### src/rtl/chunked_serial_adder.sv
// Multi-cycle add/subtract unit: CHUNK bits per clock through a registered carry, with
// start/busy/done handshake and unsigned carry / signed overflow flags.
module chunked_serial_adder #(
  parameter int unsigned WIDTH = 16,
  parameter int unsigned CHUNK = 4
) (
  input  logic             clk,
  input  logic             rst_n,
  input  logic             start,
  input  logic             sub,
  input  logic [WIDTH-1:0] x,
  input  logic [WIDTH-1:0] y,
  input  logic             cin,
  output logic             busy,
  output logic             done,
  output logic [WIDTH-1:0] sum,
  output logic             cout,
  output logic             ovf
);

  localparam int unsigned N    = WIDTH / CHUNK;
  localparam int unsigned IdxW = (N > 1) ? $clog2(N) : 1;
  localparam logic [IdxW-1:0] LastIdx = IdxW'(N - 1);

  localparam logic [0:0] StIdle = 1'b0;
  localparam logic [0:0] StRun  = 1'b1;

  logic [0:0]       state;
  logic [IdxW-1:0]  idx;
  logic [WIDTH-1:0] opa;
  logic [WIDTH-1:0] opb;
  logic             carry;
  logic [WIDTH-1:0] work;

  logic [CHUNK-1:0] chunk_a;
  logic [CHUNK-1:0] chunk_b;
  logic [CHUNK-1:0] chunk_r;
  logic             chunk_c;
  logic             msb_cin;
  logic [WIDTH-1:0] work_nxt;

  // Operands shift right each cycle so the live chunk always sits in the low bits;
  // results enter the working register from the top.
  always_comb begin
    chunk_a              = opa[CHUNK-1:0];
    chunk_b              = opb[CHUNK-1:0];
    {chunk_c, chunk_r}   = {1'b0, chunk_a} + {1'b0, chunk_b} + (CHUNK+1)'(carry);
    work_nxt             = WIDTH'({chunk_r, work} >> CHUNK);
    // Carry into the MSB recovered from the MSB's own sum bit.
    msb_cin              = chunk_a[CHUNK-1] ^ chunk_b[CHUNK-1] ^ chunk_r[CHUNK-1];
  end

  assign busy = (state == StRun);

  always_ff @(posedge clk or negedge rst_n) begin
    if (!rst_n) begin
      state <= StIdle;
      idx   <= '0;
      opa   <= '0;
      opb   <= '0;
      carry <= 1'b0;
      work  <= '0;
      sum   <= '0;
      cout  <= 1'b0;
      ovf   <= 1'b0;
      done  <= 1'b0;
    end else begin
      done <= 1'b0;
      case (state)
        StIdle: begin
          if (start) begin
            opa   <= x;
            opb   <= y ^ {WIDTH{sub}};
            carry <= cin ^ sub;
            idx   <= '0;
            state <= StRun;
          end
        end
        StRun: begin
          opa   <= opa >> CHUNK;
          opb   <= opb >> CHUNK;
          carry <= chunk_c;
          work  <= work_nxt;
          idx   <= idx + 1'b1;
          if (idx == LastIdx) begin
            sum   <= work_nxt;
            cout  <= chunk_c;
            ovf   <= msb_cin ^ chunk_c;
            done  <= 1'b1;
            state <= StIdle;
          end
        end
        default: state <= StIdle;
      endcase
    end
  end

endmodule

### config.mk
export PLATFORM = sky130hd
export DESIGN_NAME = chunked_serial_adder
export DESIGN_NICKNAME = d
export VERILOG_FILES = /design/src/rtl/chunked_serial_adder.sv
export SDC_FILE = /design/constraint.sdc
export NUM_CORES = 1
export LEC_CHECK = 0
export ABC_CLOCK_PERIOD_IN_PS = 2860
export BUFFER_PORTS_ARGS = -buffer_cell sky130_fd_sc_hd__buf_2
export CELL_PAD_IN_SITES_DETAIL_PLACEMENT = 1
export CELL_PAD_IN_SITES_GLOBAL_PLACEMENT = 2
export CORE_UTILIZATION = 36
export DETAILED_ROUTE_END_ITERATION = 10
export PLACE_DENSITY_LB_ADDON = 0.1
export SLEW_MARGIN = 20
export SYNTH_ARGS = -nofsm -noshare
export SYNTH_HDL_FRONTEND = slang
export SYNTH_SLANG_ARGS = --single-unit
export TNS_END_PERCENT = 5
### constraint.sdc
create_clock -name clk -period 2.86 [get_ports clk]
set_clock_uncertainty 0.1 [all_clocks]
set_input_delay 0.143 -clock clk [delete_from_list [all_inputs] [get_ports clk]]
set_output_delay 0.143 -clock clk [all_outputs]
set_load 0.1 [all_outputs]
Yosys cells after proc, flatten, opt, wreduce, memory -nomap -nowiden
Cells that the tools add are included.
- bits in registers: 71
- input port bits: 37
- output and inout port bits: 20
- logic and storage cells: 35
- add/sub/neg operators: 3
- equal/unequal tests: 2
- mux-type cells: 13
- bitwise operators: 6
- reduce and logical (&&, ||, !) cells: 1
- operators with widths (cell ; count):
    16-bit case mux with 2 select lines ; 2
    16-bit two-way mux ; 2
    16-bit XOR ; 1
    4-bit by 4-bit adder with 5-bit output ; 1
    5-bit by 1-bit adder with 5-bit output ; 1
    1-bit two-way mux ; 5
    1-bit case mux with 2 select lines ; 2
    2-bit case mux with 2 select lines ; 1
    1-bit XOR ; 4
    2-bit by 1-bit adder with 2-bit output (second input constant) ; 1
    2-bit == test (second input constant) ; 1
    2-bit two-way mux ; 1
    2-bit != test (second input constant) ; 1
    2-bit AND reduction ; 1
    1-bit NOT ; 1

Logic depth before layout (Yosys ltp)
Gate-level depths: netlist (run 1).
- depth after elaboration: 4
- mapped depth: 6
- gate-level depth less buffers: 6

Worst setup path after synthesis (run 1)
Ideal clock, no wire load.
- kind: register -> register
- start: register opa[0]
- end: register ovf
- library setup time: 0.125 ns
- data arrival time: 1.786 ns
- slack: 0.849 ns
- cell stages (with the launch flop): 7
- period minus slack after synthesis: 2.011 ns
- path through: dfrtp_1 -> fa_1 -> fa_1 -> a21o_1 -> a21oi_2 -> xnor2_1 -> o21ai_1
- word-level cells in the longest chain between the ends: 4
- ends and longest elaborated chain (item ; line ; RTL):
    start: declaration ; 30 ; logic [WIDTH-1:0] opa;
    start signal: assignment ; 80 ; opa <= opa >> CHUNK;
    4-bit by 4-bit adder with 5-bit output (*) ; 47 ; {chunk_c, chunk_r} = {1'b0, chunk_a} + {1'b0, chunk_b} + (CHUNK+1)'(carry);
    5-bit by 1-bit adder with 5-bit output (*) ; 47 ;
    1-bit XOR ; 50 ; msb_cin = chunk_a[CHUNK-1] ^ chunk_b[CHUNK-1] ^ chunk_r[CHUNK-1];
    1-bit XOR (*) ; 88 ; ovf <= msb_cin ^ chunk_c;
    end signal: assignment ; 88 ;
    end: declaration ; 18 ; output logic ovf
Mark *: on every way between the ends. The rest lies on a longest branch, timed or not.
A chain may end at the register's enable or synchronous reset.

Worst setup path after layout (run 1)
Same ends and word-level chain as after synthesis.

==> results_dict.tcl, run 1 <==
set metrics [dict create \
    routedWlPerCell_um 13.6 \
    hold_depth 2 \
    finalSetupTns_ns 0 \
    hp-class "input pin to register" \
    critical_path_class "register to register" \
    synth_flop_cell "dfrtp_1" \
    cts_root_buffer "clkbuf_8" \
    drt-pass1-iter-count 4 \
    hpwlAfterDp_mm 3.98 \
    hold_buffers 21 \
    hold_end "opb[14]" \
    syn-num-nets 302 \
    first_global_vias 2189 \
    cts_max_path_buffers 2 \
    finalSetupViolations 0 \
    h-tree-depth 3 \
    min_period_over_period 0.749 \
    synth_top_area_share 0.557 \
    async_flop_share 1.00 \
    multi_input_area_um2 1230 \
    synth_area_leaders "dfrtp_1 56%, mux2_1 9.0%, mux2i_1 6.3%" \
    pin_count 57 \
    initial_core_util 0.382 \
    antenna_found_initial 0 \
    finalHoldViolCount 0 \
    yosysTopAreaCell "dfrtp_1" \
    cts_tree "yes" \
    crit_path_end_kind "register" \
    die_x_um 93.4 \
    post_cts_buffers 0 \
    synth-seq-area-share 0.557 \
    status "finished, final reports clean" \
    drc 0 \
    nets 378 \
    core_area_um2 7890 \
    totalWireLength_mm 6.00 \
    fmax_mhz 467 \
    syn_to_final_growth_pct 25.6 \
    grt_overflow_total 0 \
    synth-seq-cells 67 \
    row_count 32 \
    synth_edf_count 0 \
    ir_drop_uv 337 \
    grt_setup_unrepaired "no" \
    critPathRequiredTime_ns 2.97 \
    cp_max_fo 3 \
    grt_use_total 0.160 \
    synth_most_common_cell "dfrtp_1" \
    grt_max_degree 76 \
    rr_startpoint "opa[0]" \
    dr.first_iter.drc_count 45 \
    synth.distinct_cells 21 \
    synth.top_cells.by_count "67 x dfrtp_1, 29 x nand2_1, 27 x o21ai_1" \
    power_density_nw_per_um2 1180 \
    r2r-end "ovf" \
    syn_area_um2 3010 \
    nFillCells 864 \
    power_leakage_nw 1.82 \
    utilization 0.479 \
    ys.warnings.count 0 \
    slew_violations 0 \
    post_route_cells_drive_above_1_share 0.235 \
    syn_inst 259 \
    vias 2090 \
    grt_pass1_wl_mm 10.6 \
    routabilityCongestion 0.698 \
    crit_path_start_kind "register" \
    period_needed_ns 2.14 \
    min_from "start" \
    cts_buffers 9 \
    dieArea_um2 8730 \
    worst_slew_pin_slew_ns 0.789 \
    cts_resized 0 \
    clkSinkCount 67 \
    rrSetupSlack_ns 0.72 \
    drtAntennaViolNets 0 \
    die_y_um 93.4 \
    drt-vias-per-instance 4.73 \
    clk_pin_slew_worst_paths_ns 0.07 \
    synth.avg_cell_area_um2 11.6 \
    regArea_um2 1680 \
    n_antenna_cell 0 \
    worstPathArrival_ns 2.25 \
    clk_latency_ns 0.34 \
    timing.slew.headroom 0.474 \
    io_buffers 56 \
    reg2reg_depth 6 \
    cap_violations 0 \
]
cells in the final DEF, fill, tap and decap left out, drive strengths merged:
cell	n
buf	61
fa	2
clkinv	1
a21oi	16
bufinv	2
a21o	2
mux2	26
clkbuf	12
nor2	23
a22o	1
o21ai	27
nand2	29
dlygate4sd3	21
dfrtp	67
mux2i	19
a211oi	4
xnor2	20
inv	1
clkinvlp	2
ha	4
where the power goes:
part           internal [mW]  switching, mW  total [mW]
clock                  0.492          0.356       0.849
sequential              1.34          0.217        1.55
combinational          0.559           1.48        2.04
total                   2.39           2.06        4.45
critical path: stages, from the launching register on:
cell and delay, ns:
dfrtp_1 0.41, fa_1 0.47, fa_1 0.41, a21o_1 0.21, a21oi_2 0.20, xnor2_1 0.14
o21ai_1 0.07
worst max path at each step:
stage	start	end	cells after the start
5_1_grt	busy	busy	2
3_5_place_dp	opa[0]	ovf	6
3_3_place_gp	opa[0]	ovf	6
2_1_floorplan	opa[0]	ovf	6
6_report	opa[0]	ovf	6
4_1_cts	busy	busy	2
layer usage:
layer | track usage | share of wire | vias up
li1 | - | - | 1028
met1 | 0.209 | 0.46 | 1015
met2 | 0.254 | 0.49 | 39
met3 | 0.0390 | 0.035 | 8
met4 | 0.0654 | 0.017 | 0
met5 | 0 | 0 | -
sequential cells by signal, summed over array words and instances (netlist names):
signal / count
work: 12
carry: 1
done: 1
opb: 16
idx: 2
busy: 1
sum: 16
cout: 1
ovf: 1
opa: 16
stage by stage:
step / cell area [um^2] / std cells / hold WS [ns] / total power [mW] / setup WS (ns)
6_report: 3780 / 442 / 0.0261 / 4.45 / 0.719
3_3_place_gp: 3360 / 405 / 0.285 / 3.57 / 0.767
5_1_grt: 3780 / 442 / 0.0362 / 4.74 / 0.609
2_1_floorplan: 3010 / 259 / -0.253 / 3.23 / 0.849
4_1_cts: 3780 / 442 / 0.0159 / 4.51 / 0.698
3_5_place_dp: 3360 / 405 / 0.295 / 3.62 / 0.728
cells by family (layout without fill, tap and decap cells):
group           Yosys count  count (layout)  share of synthesized area
buf+inv                  19             100                     0.0353
simple gates             52              52                     0.0648
flops                    67              67                      0.557
mux                      45              45                      0.163
xor+xnor                 20              20                     0.0582
compound gates           50              50                     0.0919
fa+ha+maj                 6               6                     0.0299
area by class of cell:
type,count,area share
Multi-Input combinational cell,173,0.325
Clock inverter,4,0.0199
Timing Repair Buffer,82,0.140
Inverter,2,0.00199
Sequential cell,67,0.444
Tap cell,102,0.0338
Clock buffer,12,0.0357
Note: power is estimated with default switching activity, not from simulation.
==> run 2, diff against run 1 <==
--- a/config.mk
+++ b/config.mk
@@ -5,11 +5,11 @@
 export SDC_FILE = /design/constraint.sdc
 export NUM_CORES = 1
 export LEC_CHECK = 0
-export ABC_CLOCK_PERIOD_IN_PS = 2860
+export ABC_CLOCK_PERIOD_IN_PS = 1900
 export BUFFER_PORTS_ARGS = -buffer_cell sky130_fd_sc_hd__buf_2
 export CELL_PAD_IN_SITES_DETAIL_PLACEMENT = 1
 export CELL_PAD_IN_SITES_GLOBAL_PLACEMENT = 2
-export CORE_UTILIZATION = 36
+export CORE_UTILIZATION = 32
 export DETAILED_ROUTE_END_ITERATION = 10
 export PLACE_DENSITY_LB_ADDON = 0.1
 export SLEW_MARGIN = 20
==> constraint.sdc (replaced) <==
create_clock -name clk -period 1.9 [get_ports clk]
set_clock_uncertainty 0.1 [all_clocks]
set_input_delay 0.095 -clock clk [delete_from_list [all_inputs] [get_ports clk]]
set_output_delay 0.095 -clock clk [all_outputs]
set_load 0.1 [all_outputs]
==> results_dict.tcl, run 2 (synthesis results as in run 1) <==
set metrics [dict create \
    first_global_vias 2176 \
    p_int_mw 3.73 \
    cts_buffers 9 \
    status "complete, but fails checks" \
    slowest_delay_ns 0.42 \
    power_leakage_nw 1.91 \
    ir_drop_uv 727 \
    die_y_um 99.0 \
    worst_slew_pin_slew_ns 0.726 \
    grt_pass1_wl_mm 10.6 \
    clk_pin_slew_worst_paths_ns 0.07 \
    n_antenna_cell 0 \
    critPathRequiredTime_ns 2.02 \
    dieArea_um2 9800 \
    power_density_nw_per_um2 1740 \
    initial_core_util 0.327 \
    nets 390 \
    utilization 0.428 \
    grt_use_total 0.143 \
    core_area_um2 9200 \
    crit_path_end_kind "register" \
    vias 2121 \
    dr.first_iter.drc_count 56 \
    io_buffers 56 \
    cp_max_fo 3 \
    routabilityCongestion 0.674 \
    grt_overflow_total 0 \
    cts_max_path_buffers 2 \
    clkPwrFrac 0.185 \
    critical_path_class "register to register" \
    placedCellCount 421 \
    min_period_over_period 1.04 \
    h-tree-depth 3 \
    fin_cells 463 \
    final_cell_mix "66 x dfrtp_1, 55 x buf_2, 29 x nand2_1, 27 x o21ai_1, 25 x dlygate4sd3_1" \
    grt_setup_unrepaired "yes" \
    power_frac_seq 0.342 \
    clk_latency_ns 0.34 \
    finalSetupViolations 2 \
    cts_tree "yes" \
    clkSinkCount 67 \
    grt_max_degree 76 \
    fmax_mhz 504 \
    switchingPower_mw 3.11 \
    setup_ws_ns -0.0839 \
    antenna_found_initial 0 \
    row_count 35 \
    pin_count 57 \
    period_needed_ns 1.98 \
    drtAntennaViolNets 0 \
    final_common_cell "dfrtp_1" \
    cpMostUsedCell "fa_2" \
    slew_violations 0 \
    violations "setup timing" \
    drt-pass1-iter-count 4 \
    crit_path_start_kind "register" \
    hpwlAfterDp_mm 4.05 \
    crit_slowest_cell "fa_2" \
    cap_violations 0 \
    timing.slew.headroom 0.516 \
    p_comb_frac 0.473 \
    die_x_um 99.0 \
    finalHoldViolCount 0 \
    cts_root_buffer "clkbuf_8" \
    drc 0 \
    worstPathArrival_ns 2.11 \
    p_sw_frac 0.454 \
    path_cells "fa_2 -> fa_2 -> a21o_1 -> a21oi_2 -> xnor2_1 -> o21ai_1" \
    reg.largest.list "opa: 16 flops, opb: 16 flops, sum: 16 flops" \
    routedWlPerCell_um 13.2 \
    totalWireLength_mm 6.13 \
    syn_to_final_growth_pct 30.9 \
    post_route_cells_drive_above_1_share 0.264 \
    hp-class "input pin to register" \
    drt-vias-per-instance 4.58 \
]
run 2: cell types whose count changed in the layout (fill, tap and decap cells not counted), sizes merged:
| cell | before | now |
|---|---|---|
| dlygate4sd3 | 21 | 25 |
| buf | 61 | 69 |
| clkinvlp | 2 | 0 |
| clkbuf | 12 | 10 |
| clkinv | 1 | 5 |
run 2: final cells by class:
cell class,count,area (um^2)
clock buffers,10,128
clock inverters,6,80.1
inverters,2,7.51
well taps,111,139
repair buffers,94,668
flip-flops and latches,67,1680
fillers,1056,5260
multi-input cells,173,1240
run 2: power by group through the flow:
stage / sequential, mW / clock (mW) / combinational [mW]
6_report: 2.34 / 1.26 / 3.23
5_1_grt: 2.42 / 1.37 / 3.49
4_1_cts: 2.36 / 1.32 / 3.26
3_5_place_dp: 2.39 / 0 / 3.18
3_3_place_gp: 2.37 / 0 / 3.14
2_1_floorplan: 3.68 / 0 / 1.18
run 2: worst max-delay path, delay by kind of cell, from the launching register on:
kind	cells	cell delay [ns]
flip-flops	1	0.40
adder cells (fa/ha/maj)	2	0.77
AO/OA/AOI/OAI	3	0.46
XOR/XNOR	1	0.14
run 2: path summary, 6_finish.rpt:
check | startpoint | to | slack [ns] | cells after the start
setup / recovery | carry | ovf | -0.08 | 6
hold / removal | y[9] | opb[9] | 0.05 | 5
setup reg to reg | carry | ovf | -0.08 | 6
hold reg to reg | work[6] | sum[2] | 0.38 | 1
max in group asynchronous | rst_n | opa[5] | 0.82 | 3
min in group asynchronous | rst_n | sum[0] | 0.24 | 2
run 2: per-stage QoR:
step	setup WS (ns)	hold WS, ns	instance area [um^2]	TNS (ns)	total power, mW
floorplan	-0.0631	-0.301	3010	-0.0631	4.86
detailed placement	-0.155	0.100	3460	-0.335	5.57
CTS	-0.0840	0.0420	3930	-0.142	6.94
finish	-0.0839	0.0487	3940	-0.145	6.84
global placement	-0.131	0.105	3460	-0.272	5.50
global route	-0.161	0.0612	3940	-0.374	7.28
run 2: per-layer routing:
metal  vias to the layer above  GRT usage  share of wire
met5                         -          0              0
met4                         0     0.0482          0.015
met3                         9     0.0532          0.041
met2                        41      0.235           0.49
met1                      1018      0.173           0.46
li1                       1053          -              -
run 2: timing repair:
action | CTS | global route
gates resized for setup | 1 | 1
hold buffers | 25 | 0
hold endpoints to repair | 48 | 0
gates cloned | 0 | 0
pin swaps | 3 | 0
setup buffers | 1 | 0
endpoints found under the setup margin | 3 | 4
==> run 3, diff against run 2 <==
--- a/config.mk
+++ b/config.mk
@@ -9,7 +9,7 @@
 export BUFFER_PORTS_ARGS = -buffer_cell sky130_fd_sc_hd__buf_2
 export CELL_PAD_IN_SITES_DETAIL_PLACEMENT = 1
 export CELL_PAD_IN_SITES_GLOBAL_PLACEMENT = 2
-export CORE_UTILIZATION = 32
+export CORE_UTILIZATION = 30
 export DETAILED_ROUTE_END_ITERATION = 10
 export PLACE_DENSITY_LB_ADDON = 0.1
 export SLEW_MARGIN = 20
==> results_dict.tcl, run 3 (synthesis results as in run 1) <==
set metrics [dict create \
    status "complete, but fails checks" \
    violations "setup timing" \
    setup_ws_ns -0.0611 \
    core_area_um2 9730 \
    fin_area_um2 3930 \
    grt_overflow_total 0 \
    critical_path_class "register to register" \
    worst_slew_pin_slew_ns 0.488 \
    cts_tree "yes" \
    pin_count 57 \
    p_comb_frac 0.454 \
    placed_cell_area_um2 3460 \
    clk_latency_ns 0.35 \
    hp-class "input pin to register" \
    nets 381 \
    critPathRequiredTime_ns 2.03 \
    cts_max_path_buffers 2 \
    vias 2098 \
    drt-vias-per-instance 4.41 \
    regArea_um2 1680 \
    drtAntennaViolNets 0 \
    utilization 0.404 \
    routedWlPerCell_um 12.8 \
    nFillCells 1101 \
    reg.largest.list "opa: 16 flops, opb: 16 flops, sum: 16 flops" \
    post_cts_buffers 0 \
    final_common_cell "dfrtp_1" \
    clkPwrFrac 0.212 \
    worstPathArrival_ns 2.09 \
    p_sw_frac 0.448 \
    ir_drop_uv 799 \
    row_count 36 \
    finalSetupTns_ns -0.0953 \
    slew_violations 0 \
    crit_path_start_kind "register" \
    totalWireLength_mm 6.09 \
    power_frac_seq 0.334 \
    die_y_um 102 \
    timing.slew.headroom 0.677 \
    min_period_over_period 1.03 \
    crit_path_end_kind "register" \
    finalHoldViolCount 0 \
    cp_max_fo 3 \
    h-tree-depth 3 \
    clk_pin_slew_worst_paths_ns 0.08 \
    hpwlAfterDp_mm 3.93 \
    initial_core_util 0.309 \
    n_antenna_cell 0 \
    final_cell_mix "66 x dfrtp_1, 55 x buf_2, 29 x nand2_1, 27 x o21ai_1, 24 x mux2_1" \
    first_global_vias 2148 \
    multi_input_area_um2 1240 \
    io_buffers 56 \
    routabilityCongestion 0.681 \
    power_density_nw_per_um2 1780 \
    p_int_mw 3.87 \
    drt-pass1-iter-count 4 \
    dieArea_um2 10400 \
    cts_buffers 9 \
    clkSinkCount 67 \
    grt_setup_unrepaired "yes" \
    period_needed_ns 1.96 \
    switchingPower_mw 3.14 \
    cap_violations 0 \
    die_x_um 102 \
    grt_pass1_wl_mm 10.4 \
    grt_use_total 0.132 \
    syn_to_final_growth_pct 30.6 \
    fmax_mhz 510 \
    grt_max_degree 76 \
    antenna_found_initial 0 \
    power_leakage_nw 1.88 \
    dr.first_iter.drc_count 37 \
    post_route_cells_drive_above_1_share 0.259 \
    finalSetupViolations 2 \
    cts_root_buffer "clkbuf_8" \
    drc 0 \
]
## run 3: critical path, stage by stage (launching register included)
cell and delay (ns):
dfrtp_1 0.40, fa_2 0.41, fa_2 0.35, a21o_1 0.20, a21oi_2 0.19, xnor2_1 0.14, o21ai_1 0.07
## run 3: path summary, 6_finish.rpt
| check | startpoint | to | slack (ns) | cells after the start |
|---|---|---|---|---|
| setup / recovery | opa[0] | ovf | -0.06 | 6 |
| hold / removal | y[6] | opb[6] | 0.05 | 5 |
| setup reg to reg | opa[0] | ovf | -0.06 | 6 |
| hold reg to reg | work[6] | sum[2] | 0.38 | 1 |
| max in group asynchronous | rst_n | busy | 1.19 | 3 |
| min in group asynchronous | rst_n | sum[0] | 0.20 | 3 |
## run 3: repair_timing
item / in CTS / in global routing
cloned: 0 / 0
endpoints found under the hold margin: 87 / 0
endpoints found under the setup margin: 4 / 4
pin swaps: 1 / 0
resized for setup: 1 / 1
hold buffers: 21 / 0
## run 3: power groups by stage
stage / sequential [mW] / combinational, mW / clock (mW)
floorplan: 3.68 / 1.18 / 0
global placement: 2.36 / 3.13 / 0
detailed placement: 2.39 / 3.18 / 0
CTS: 2.36 / 3.22 / 1.51
global route: 2.43 / 3.44 / 1.59
finish: 2.34 / 3.18 / 1.48
## run 3: metrics by stage
step                hold slack, ns  std cells  power [mW]  worst slack (ns)
global placement            0.0537        439        5.49            -0.128
CTS                         0.0476        476        7.09           -0.0803
detailed placement          0.0526        439        5.56            -0.145
global route                0.0559        476        7.46            -0.139
finish                      0.0520        476        7.00           -0.0611
floorplan                   -0.301        259        4.86           -0.0631
## run 3: routing by layer
layer	vias up	track usage	routed length, um
li1	1038	-	-
met1	1016	0.157	2790
met2	40	0.221	3000
met3	4	0.0472	232
met4	0	0.0429	61
met5	-	0	0
## run 3: cell type report
type | instances | area share
clock buffers | 10 | 0.0350
clock inverters | 6 | 0.0286
inverters | 2 | 0.00191
multi-input cells | 173 | 0.315
flip-flops and latches | 67 | 0.427
well taps | 133 | 0.0423
repair buffers | 85 | 0.150
